`src/rtl/clk_bus_gen.sv`:
```
// clk_bus_gen: bus of NUM_CLKS divided clocks from a single clock.
// Each channel has a programmable half-period. A valid/ready config port
// retunes one channel at a time. The new divisor is loaded only at a point
// where that channel would have risen, so no short high pulse is produced.
module clk_bus_gen #(
  parameter int NUM_CLKS = 4,
  parameter int DIV_W    = 8,
  parameter int DEF_DIV  = 2,
  localparam int IDX_W   = (NUM_CLKS > 1) ? $clog2(NUM_CLKS) : 1
) (
  input  logic                i_clk,
  input  logic                i_rst,
  input  logic                i_enable,
  input  logic                i_cfg_valid,
  output logic                o_cfg_ready,
  input  logic [IDX_W-1:0]    i_cfg_idx,
  input  logic [DIV_W-1:0]    i_cfg_div,
  output logic [NUM_CLKS-1:0] o_clks,
  output logic [NUM_CLKS-1:0] o_rise,
  output logic                o_busy
);

  localparam logic [DIV_W-1:0] DIV_ONE = DIV_W'(1);
  localparam logic [DIV_W-1:0] DIV_RST = DIV_W'(DEF_DIV);

  typedef enum logic [1:0] {S_IDLE, S_WAIT, S_APPLY} state_t;

  state_t              state_q;
  logic                ready_q;
  logic                busy_q;
  logic [IDX_W-1:0]    cfg_idx_q;
  logic [DIV_W-1:0]    cfg_div_q;

  logic [DIV_W-1:0]    div_q [NUM_CLKS];
  logic [DIV_W-1:0]    div_d [NUM_CLKS];
  logic [DIV_W-1:0]    cnt_q [NUM_CLKS];
  logic [DIV_W-1:0]    cnt_d [NUM_CLKS];
  logic [NUM_CLKS-1:0] clk_q;
  logic [NUM_CLKS-1:0] clk_d;
  logic [NUM_CLKS-1:0] rise_q;

  logic [31:0]         idx_ext;
  logic                idx_ok;
  logic [DIV_W-1:0]    sel_div;
  logic [DIV_W-1:0]    sel_cnt;
  logic                sel_clk;
  logic                apply;

  // Range check is done at 32 bits so non-power-of-two channel counts
  // can reject indices the port width can still express.
  assign idx_ext = 32'(i_cfg_idx);
  assign idx_ok  = (idx_ext < 32'(NUM_CLKS));

  // State of the channel being retuned
  always_comb begin
    sel_div = div_q[cfg_idx_q];
    sel_cnt = cnt_q[cfg_idx_q];
    sel_clk = clk_q[cfg_idx_q];
  end

  // Apply when the target would rise next edge, or immediately if it is not running
  assign apply = (state_q == S_WAIT) &&
                 (!i_enable || (sel_div == '0) ||
                  (!sel_clk && (sel_cnt == sel_div - DIV_ONE)));

  // Per-channel divider next state, with the retune overriding its target
  always_comb begin
    for (int unsigned n = 0; n < NUM_CLKS; n++) begin
      div_d[n] = div_q[n];
      cnt_d[n] = cnt_q[n];
      clk_d[n] = clk_q[n];
      if (!i_enable || (div_q[n] == '0)) begin
        cnt_d[n] = '0;
        clk_d[n] = 1'b0;
      end else if (cnt_q[n] == div_q[n] - DIV_ONE) begin
        cnt_d[n] = '0;
        clk_d[n] = ~clk_q[n];
      end else begin
        cnt_d[n] = cnt_q[n] + DIV_ONE;
      end
      if (apply && (cfg_idx_q == IDX_W'(n))) begin
        div_d[n] = cfg_div_q;
        cnt_d[n] = '0;
        clk_d[n] = 1'b0;
      end
    end
  end

  // Channel registers and rise pulses
  always_ff @(posedge i_clk or posedge i_rst) begin
    if (i_rst) begin
      for (int unsigned n = 0; n < NUM_CLKS; n++) begin
        div_q[n] <= DIV_RST;
        cnt_q[n] <= '0;
      end
      clk_q  <= '0;
      rise_q <= '0;
    end else begin
      for (int unsigned n = 0; n < NUM_CLKS; n++) begin
        div_q[n] <= div_d[n];
        cnt_q[n] <= cnt_d[n];
      end
      clk_q  <= clk_d;
      rise_q <= clk_d & ~clk_q;
    end
  end

  // Config FSM with registered ready/busy
  always_ff @(posedge i_clk or posedge i_rst) begin
    if (i_rst) begin
      state_q   <= S_IDLE;
      ready_q   <= 1'b1;
      busy_q    <= 1'b0;
      cfg_idx_q <= '0;
      cfg_div_q <= '0;
    end else begin
      case (state_q)
        S_IDLE: begin
          if (i_cfg_valid && ready_q && idx_ok) begin
            cfg_idx_q <= i_cfg_idx;
            cfg_div_q <= i_cfg_div;
            state_q   <= S_WAIT;
            ready_q   <= 1'b0;
            busy_q    <= 1'b1;
          end
        end
        S_WAIT: begin
          if (apply) begin
            state_q <= S_APPLY;
          end
        end
        S_APPLY: begin
          state_q <= S_IDLE;
          ready_q <= 1'b1;
          busy_q  <= 1'b0;
        end
        default: begin
          state_q <= S_IDLE;
          ready_q <= 1'b1;
          busy_q  <= 1'b0;
        end
      endcase
    end
  end

  assign o_clks      = clk_q;
  assign o_rise      = rise_q;
  assign o_cfg_ready = ready_q;
  assign o_busy      = busy_q;

endmodule

```
`config.mk`:
```
export PLATFORM = sky130hd
export DESIGN_NAME = clk_bus_gen
export DESIGN_NICKNAME = d
export VERILOG_FILES = /design/src/rtl/clk_bus_gen.sv
export SDC_FILE = /design/constraint.sdc
export NUM_CORES = 1
export LEC_CHECK = 0
export CAP_MARGIN = 20
export CORE_AREA = 2 2 128 105
export CTS_CLUSTER_SIZE = 24
export DETAILED_ROUTE_END_ITERATION = 8
export DIE_AREA = 0 0 130 107
export GPL_ROUTABILITY_DRIVEN = 0
export GPL_TIMING_DRIVEN = 0
export HOLD_SLACK_MARGIN = 0.15
export PLACE_DENSITY_LB_ADDON = 0.12
export SLEW_MARGIN = 20
export SYNTH_ARGS = -nofsm -noshare
export SYNTH_HDL_FRONTEND = slang
export SYNTH_SLANG_ARGS = --single-unit
export TNS_END_PERCENT = 1
```
`constraint.sdc`:
```
create_clock -name i_clk -period 3 [get_ports i_clk]
set_input_delay 0.9 -clock i_clk [delete_from_list [all_inputs] [get_ports i_clk]]
set_output_delay 0.9 -clock i_clk [all_outputs]
set_load 0.02 [all_outputs]
```
Word level (Yosys, flattened, before mapping). Index checks and enable logic that the tools add are counted.

Reduce and logical (&&, ||, !) cells: 26. Add/sub/neg operators: 9. Eq/ne operators: 11. $lt $le $gt $ge: 3. Muxes and demuxes: 39. Bitwise operators: 8.

Operators by type and width (number): two-way mux 8 bit (16); == test 8 bit (5); logical NOT 8 bit (5); subtractor 8 x 1 -> 8 bit (second input constant) (5); adder 8 x 1 -> 8 bit (second input constant) (4); binary-select mux 8 bit (select 2 bit) (2); two-way mux 1 bit (15); logical AND 1 bit (8); logical OR 1 bit (6); < comparator 2 x 3 -> 1 bit (second input constant) (2); AND reduction 2 bit (3); inverter 1 bit (5); bitwise AND 4 bit (1); == test 2 x 1 -> 1 bit (second input constant) (2); == test 2 bit (second input constant) (2); logical NOT 2 bit (2); two-way mux 2 bit (2); inequality test 2 bit (second input constant) (2); inverter 4 bit (1); one-hot mux 1 bit (2 select lines) (2); one-hot mux 2 bit (2 select lines) (1); greater-or-equal comparator 3 bit (second input constant) (1); inverter 2 -> 3 bit (1); binary-select mux 1 bit (select 2 bit) (1); logical NOT 1 bit (2).

Flip-flop bits (word level): 86. Word-level logic and storage cells: 111. Output and inout port bits: 10.

Logic depth before layout (Yosys ltp).
Depth after elaboration: 12. Mapped depth: 12. Mapped depth without buffers: 9.

Worst setup path before layout. OpenSTA, ideal clock, no wires.

Path type: register to register. Start: register cfg_idx_q[0]. End: register div_q[3] (netlist bit). Path buffers: 2. Data arrival time: 3103 ps. Stages on the path, launching flop included: 12. Required time: 2875 ps. Setup slack: -228 ps. Library setup time: 125 ps. Cells stage by stage: dfrtp_1 > buf_6 > buf_8 > mux4_2 > inv_1 > ha_1 > nor2b_1 > nand3_1 > a2111oi_4 > nand4_2 > o2bb2ai_4 > mux2_4.

Longest elaborated chain between the ends: 10. Elaborated cells between the ends (all ways): 19. Classes of those cells: add/sub (1); eq/ne (2); mux (8); bitwise (1); reduce/logical (7).

Ends and longest elaborated chain: start: declaration (RTL line 31) `logic [IDX_W-1:0] cfg_idx_q;`; start signal: assignment (RTL line 120) `cfg_idx_q <= i_cfg_idx;`; inverter 2 -> 3 bit (not written as such) (RTL line 56, 57); binary-select mux 8 bit (select 2 bit) (RTL line 56) `sel_div = div_q[cfg_idx_q];`; two-way mux 8 bit (not written as such) (2 in a row) (RTL line 56); subtractor 8 x 1 -> 8 bit (RTL line 64) `(!sel_clk && (sel_cnt == sel_div - DIV_ONE)));`; == test 8 bit (RTL line 64); logical AND 1 bit (RTL line 64); logical OR 1 bit (RTL line 63) `(!i_enable || (sel_div == '0) ||`; logical AND 1 bit (RTL line 62) `assign apply = (state_q == S_WAIT) &&`; logical AND 1 bit (*) (RTL line 81) `if (apply && (cfg_idx_q == IDX_W'(n))) begin`; end signal: indexed assignment (RTL line 100) `div_q[n] <= div_d[n];`; end: declaration (RTL line 34) `logic [DIV_W-1:0] div_q [NUM_CLKS];`.

Mark *: on every way between the ends. The rest lies on a longest branch, timed or not. The select of a mux whose other input is x is not followed. A chain may end at the register's enable or synchronous reset.

Worst setup path in the final report.
Start: register cfg_idx_q[0]. End: register div_q[31] (netlist bit).

Same word-level chain as after synthesis.

==> results.sh <==
export IMPL_synthFlopType="dfrtp_1"
export IMPL_switching_share_pct=43.0
export IMPL_p_seq_share_pct=29.1
export IMPL_cts_made_buffers=9
export IMPL_finalCritPeriodShare_pct=107
export IMPL_ys_top_cells_by_area="dfrtp_1 (36%), mux2_4 (8.9%), xnor2_1 (7.4%)"
export IMPL_grt_overflow=0
export IMPL_postRouteAntennaNets=0
export IMPL_pwr_share_comb_pct=56.9
export IMPL_slowest_delay_ns=0.51
export IMPL_crit_chain="buf_6, buf_12, mux4_2, inv_2, ha_4, nor2b_4, nand3_2, a2111oi_4, buf_4, buf_6, buf_6, nand4_4, o21ai_4, clkbuf_16, mux2_4"
export IMPL_hold_viol=0
export IMPL_placed_cells=690
export IMPL_crit_path_end_kind="flip-flop"
export IMPL_clockPowerShare_pct=13.9
export IMPL_crit_arrival_ns=3.45
export IMPL_critPathRequiredTime_ns=3.23
export IMPL_switchingPower_mw=3.32
export IMPL_cts_tree="done"
export IMPL_wl_per_cell_um=19.8
export IMPL_violations="negative setup slack"
export IMPL_htreeDepth=3
export IMPL_yosysSeqAreaShare_pct=38.7
export IMPL_grt_pass1_wl_um=22700
export IMPL_path_clk_slew_ns=0.06
export IMPL_die_y_um=107
export IMPL_cell_internal_pwr_mw=4.39
export IMPL_hold_start="o_busy"
export IMPL_slew_violations=0
export IMPL_p_per_area_mw_per_mm2=1130
export IMPL_cp_max_fo=4
export IMPL_hold_path_endpoint="o_busy"
export IMPL_synth_top_area_cell="dfrtp_1"
export IMPL_ios=24
export IMPL_route_detailed_drc=0
export IMPL_clock_fmax_mhz=311
export IMPL_finalSetupViolations=72
export IMPL_fin_cells=729
export IMPL_crit_path_top_delay_cell="mux4_2"
export IMPL_grt_usage_pct=21.8
export IMPL_clk_insertion_delay_late_ns=0.35
export IMPL_viasPerCell=5.69
export IMPL_max_slew_worst_pin_slew_ns=0.887
export IMPL_rr_endpoint="div_q[31]"
export IMPL_synth_area_sq_mm=0.00558
export IMPL_worst_clock_skew_ns=0.00681
export IMPL_die_w_um=130
export IMPL_path_class="reg -> reg"
export IMPL_tns_ns=-8.16
export IMPL_vdd_ir_drop_max_mv=0.540
export IMPL_fillerInstances=1098
export IMPL_status="finished with violations"
export IMPL_grt_max_degree=34
export IMPL_regToRegStartpoint="cfg_idx_q[0]"
export IMPL_core_sq_mm=0.0126
export IMPL_r2r_cells=15
export IMPL_drv_cap=0
export IMPL_synth_edf_count=0
export IMPL_power_leakage_nw=2.85
export IMPL_nets=573
export IMPL_reg2reg_slack_ns=-0.22
export IMPL_clock_sinks=86
export IMPL_p_total_mw=7.71
export IMPL_port_buffers=22
export IMPL_drtIter0Drc=220
export IMPL_dp_hpwl_um=10100
export IMPL_diodes=0
export IMPL_holdBufCountCts=0
export IMPL_place_worst_setup_slack_ns=-0.397
export IMPL_ys_ff_latch=86
export IMPL_final_layout_size_suffix_gt1_share_pct=28.7
export IMPL_synth_nets=514
export IMPL_asyncSetResetFlopFracSynth_pct=100
export IMPL_syn_inst=490
export IMPL_cp_start_kind="flip-flop"
export IMPL_rows=37
export IMPL_synthToLayoutAreaGrowth_pct=22.4
export IMPL_hold_path_cell_count=1
export IMPL_dieArea_sq_mm=0.0139
export IMPL_slew_headroom_pct=40.5
export IMPL_min_period_ns=3.22
export IMPL_grt_pass1_vias=3987
export IMPL_ys_types=54
export IMPL_synth_top_area_share_pct=36.3
export IMPL_antenna_found_initial=0
export IMPL_min_path_type="reg -> reg"
export IMPL_cpMostUsedCell="buf_6"
export IMPL_routed_wl_um=14400
export IMPL_avgSynthCellArea_sq_um=11.4
export IMPL_rsz0062_at_grt="true"
export IMPL_firstDrtPassIters=4
export IMPL_dr_total_vias=4149
export IMPL_yosysWarnings=0
export IMPL_initial_core_util_pct=44.1
export IMPL_clock_path_buffers=2
export IMPL_setup_slack_ns=-0.215
export IMPL_cts_root_buf="clkbuf_16"
==> synthesized netlist by cell type, types with 3 or more instances <==
cell type  instances
clkbuf_1           9
mux2_4            33
ha_1              10
buf_2              4
nand3_1           27
dfstp_2            5
buf_6              6
o31ai_1            5
nand3b_1           5
and3_1            10
nand2_1           43
o21ai_0            9
mux4_2            18
o21ai_4            3
nor2b_1            5
inv_1             17
dfrtp_1           81
nor3b_1            3
a21oi_1            5
nor4_2             3
mux2_2            10
nor3_1            31
nor4_1            14
xor2_1            34
nor4b_2            5
nor2_1            11
nand4_2            4
xnor2_1           47
==> state kept, by name, indices dropped and copies added, names as in the netlist <==
| register | count |
|---|---|
| cfg_div_q | 8 |
| cfg_idx_q | 2 |
| cnt_q | 32 |
| div_q | 32 |
| o_busy | 1 |
| o_cfg_ready | 1 |
| o_clks | 4 |
| o_rise | 4 |
| state_q | 2 |
==> routing by layer <==
metal	GRT usage, %	wire (um)
met1	31.7	6780
met2	33.6	6820
met3	3.59	659
met4	5.91	176
met5	0	0
==> metrics by stage <==
stage	hold WS, ns	utilization [%]	instance area (sq um)
final	0.494	54.0	6830
after global routing	0.530	54.0	6830
after CTS	0.492	52.9	6690
after detailed placement	0.478	48.3	6100
after global placement	0.463	47.7	6030
after floorplan	0.478	-	5590
==> worst max-delay path by stage <==
stage | start | endpoint | depth (start not counted)
global route | cfg_idx_q[0] | div_q[31] | 15
global placement | cfg_idx_q[0] | cnt_q[12] | 12
detailed placement | cfg_idx_q[0] | cnt_q[14] | 12
floorplan | cfg_idx_q[0] | div_q[26] | 11
CTS | cfg_idx_q[0] | div_q[16] | 14
finish | cfg_idx_q[0] | div_q[31] | 15
==> layout make-up <==
class	count	area, sq um	share of cell area (%)
multi-input combinational	366	3350	49.1
sequential	86	2160	31.6
timing repair buffer	49	583	8.54
clock buffer	10	239	3.50
tap	175	219	3.21
buffer	20	165	2.42
inverter	17	67.6	0.989
clock inverter	6	46.3	0.678
==> power by group through the flow <==
| stage | Combinational (mW) | Sequential, mW | Clock, mW |
|---|---|---|---|
| after floorplan | 3.06 | 1.93 | 0 |
| after global placement | 3.51 | 2.21 | 0 |
| after detailed placement | 3.63 | 2.22 | 0 |
| after CTS | 3.99 | 2.20 | 1.10 |
| after global routing | 4.70 | 2.30 | 1.14 |
| final | 4.39 | 2.25 | 1.07 |
==> critical path: cells and delay by family (launching register included) <==
family / cells / cell delay [ns]
compound gates: 2 / 0.55
flops: 1 / 0.34
simple gates: 3 / 0.37
buf+inv: 7 / 0.88
fa+ha+maj: 1 / 0.13
mux: 2 / 0.80
==> cell families after synthesis <==
| logic type | Yosys count | share of synthesized area, % |
|---|---|---|
| AO/OA/AOI/OAI | 43 | 6.73 |
| XOR/XNOR | 81 | 12.7 |
| flip-flops | 86 | 38.7 |
| adder cells (fa/ha/maj) | 10 | 2.24 |
| buffers and inverters | 38 | 3.72 |
| AND/OR/NAND/NOR | 170 | 17.5 |
| multiplexers | 62 | 18.4 |
==> cells in the final DEF (no fill, tap or decap), drive strengths merged, types with 5 or more instances in the layout <==
cell / netlist / layout
o31ai: 5 / 5
nor4b: 7 / 7
nand4: 6 / 6
inv: 17 / 17
xor2: 34 / 34
clkbuf: 9 / 19
clkdlybuf4s50: 0 / 22
buf: 12 / 38
xnor2: 47 / 47
dfrtp: 81 / 81
nand2: 43 / 43
and3: 10 / 10
nor3: 33 / 33
o21ai: 13 / 13
nand3b: 5 / 5
nor2: 11 / 11
ha: 10 / 10
nor4: 17 / 17
mux4: 18 / 18
nand3: 27 / 27
nor2b: 5 / 5
mux2: 43 / 43
a21oi: 6 / 6
dfstp: 5 / 5
==> timing repair <==
item / in CTS / in global routing
setup endpoints to repair: 72 / 72
gates cloned: 2 / 1
resized for setup: 15 / 11
pin swaps: 5 / 7
setup buffers: 16 / 5
Note: power is estimated with default switching activity, not from simulation.
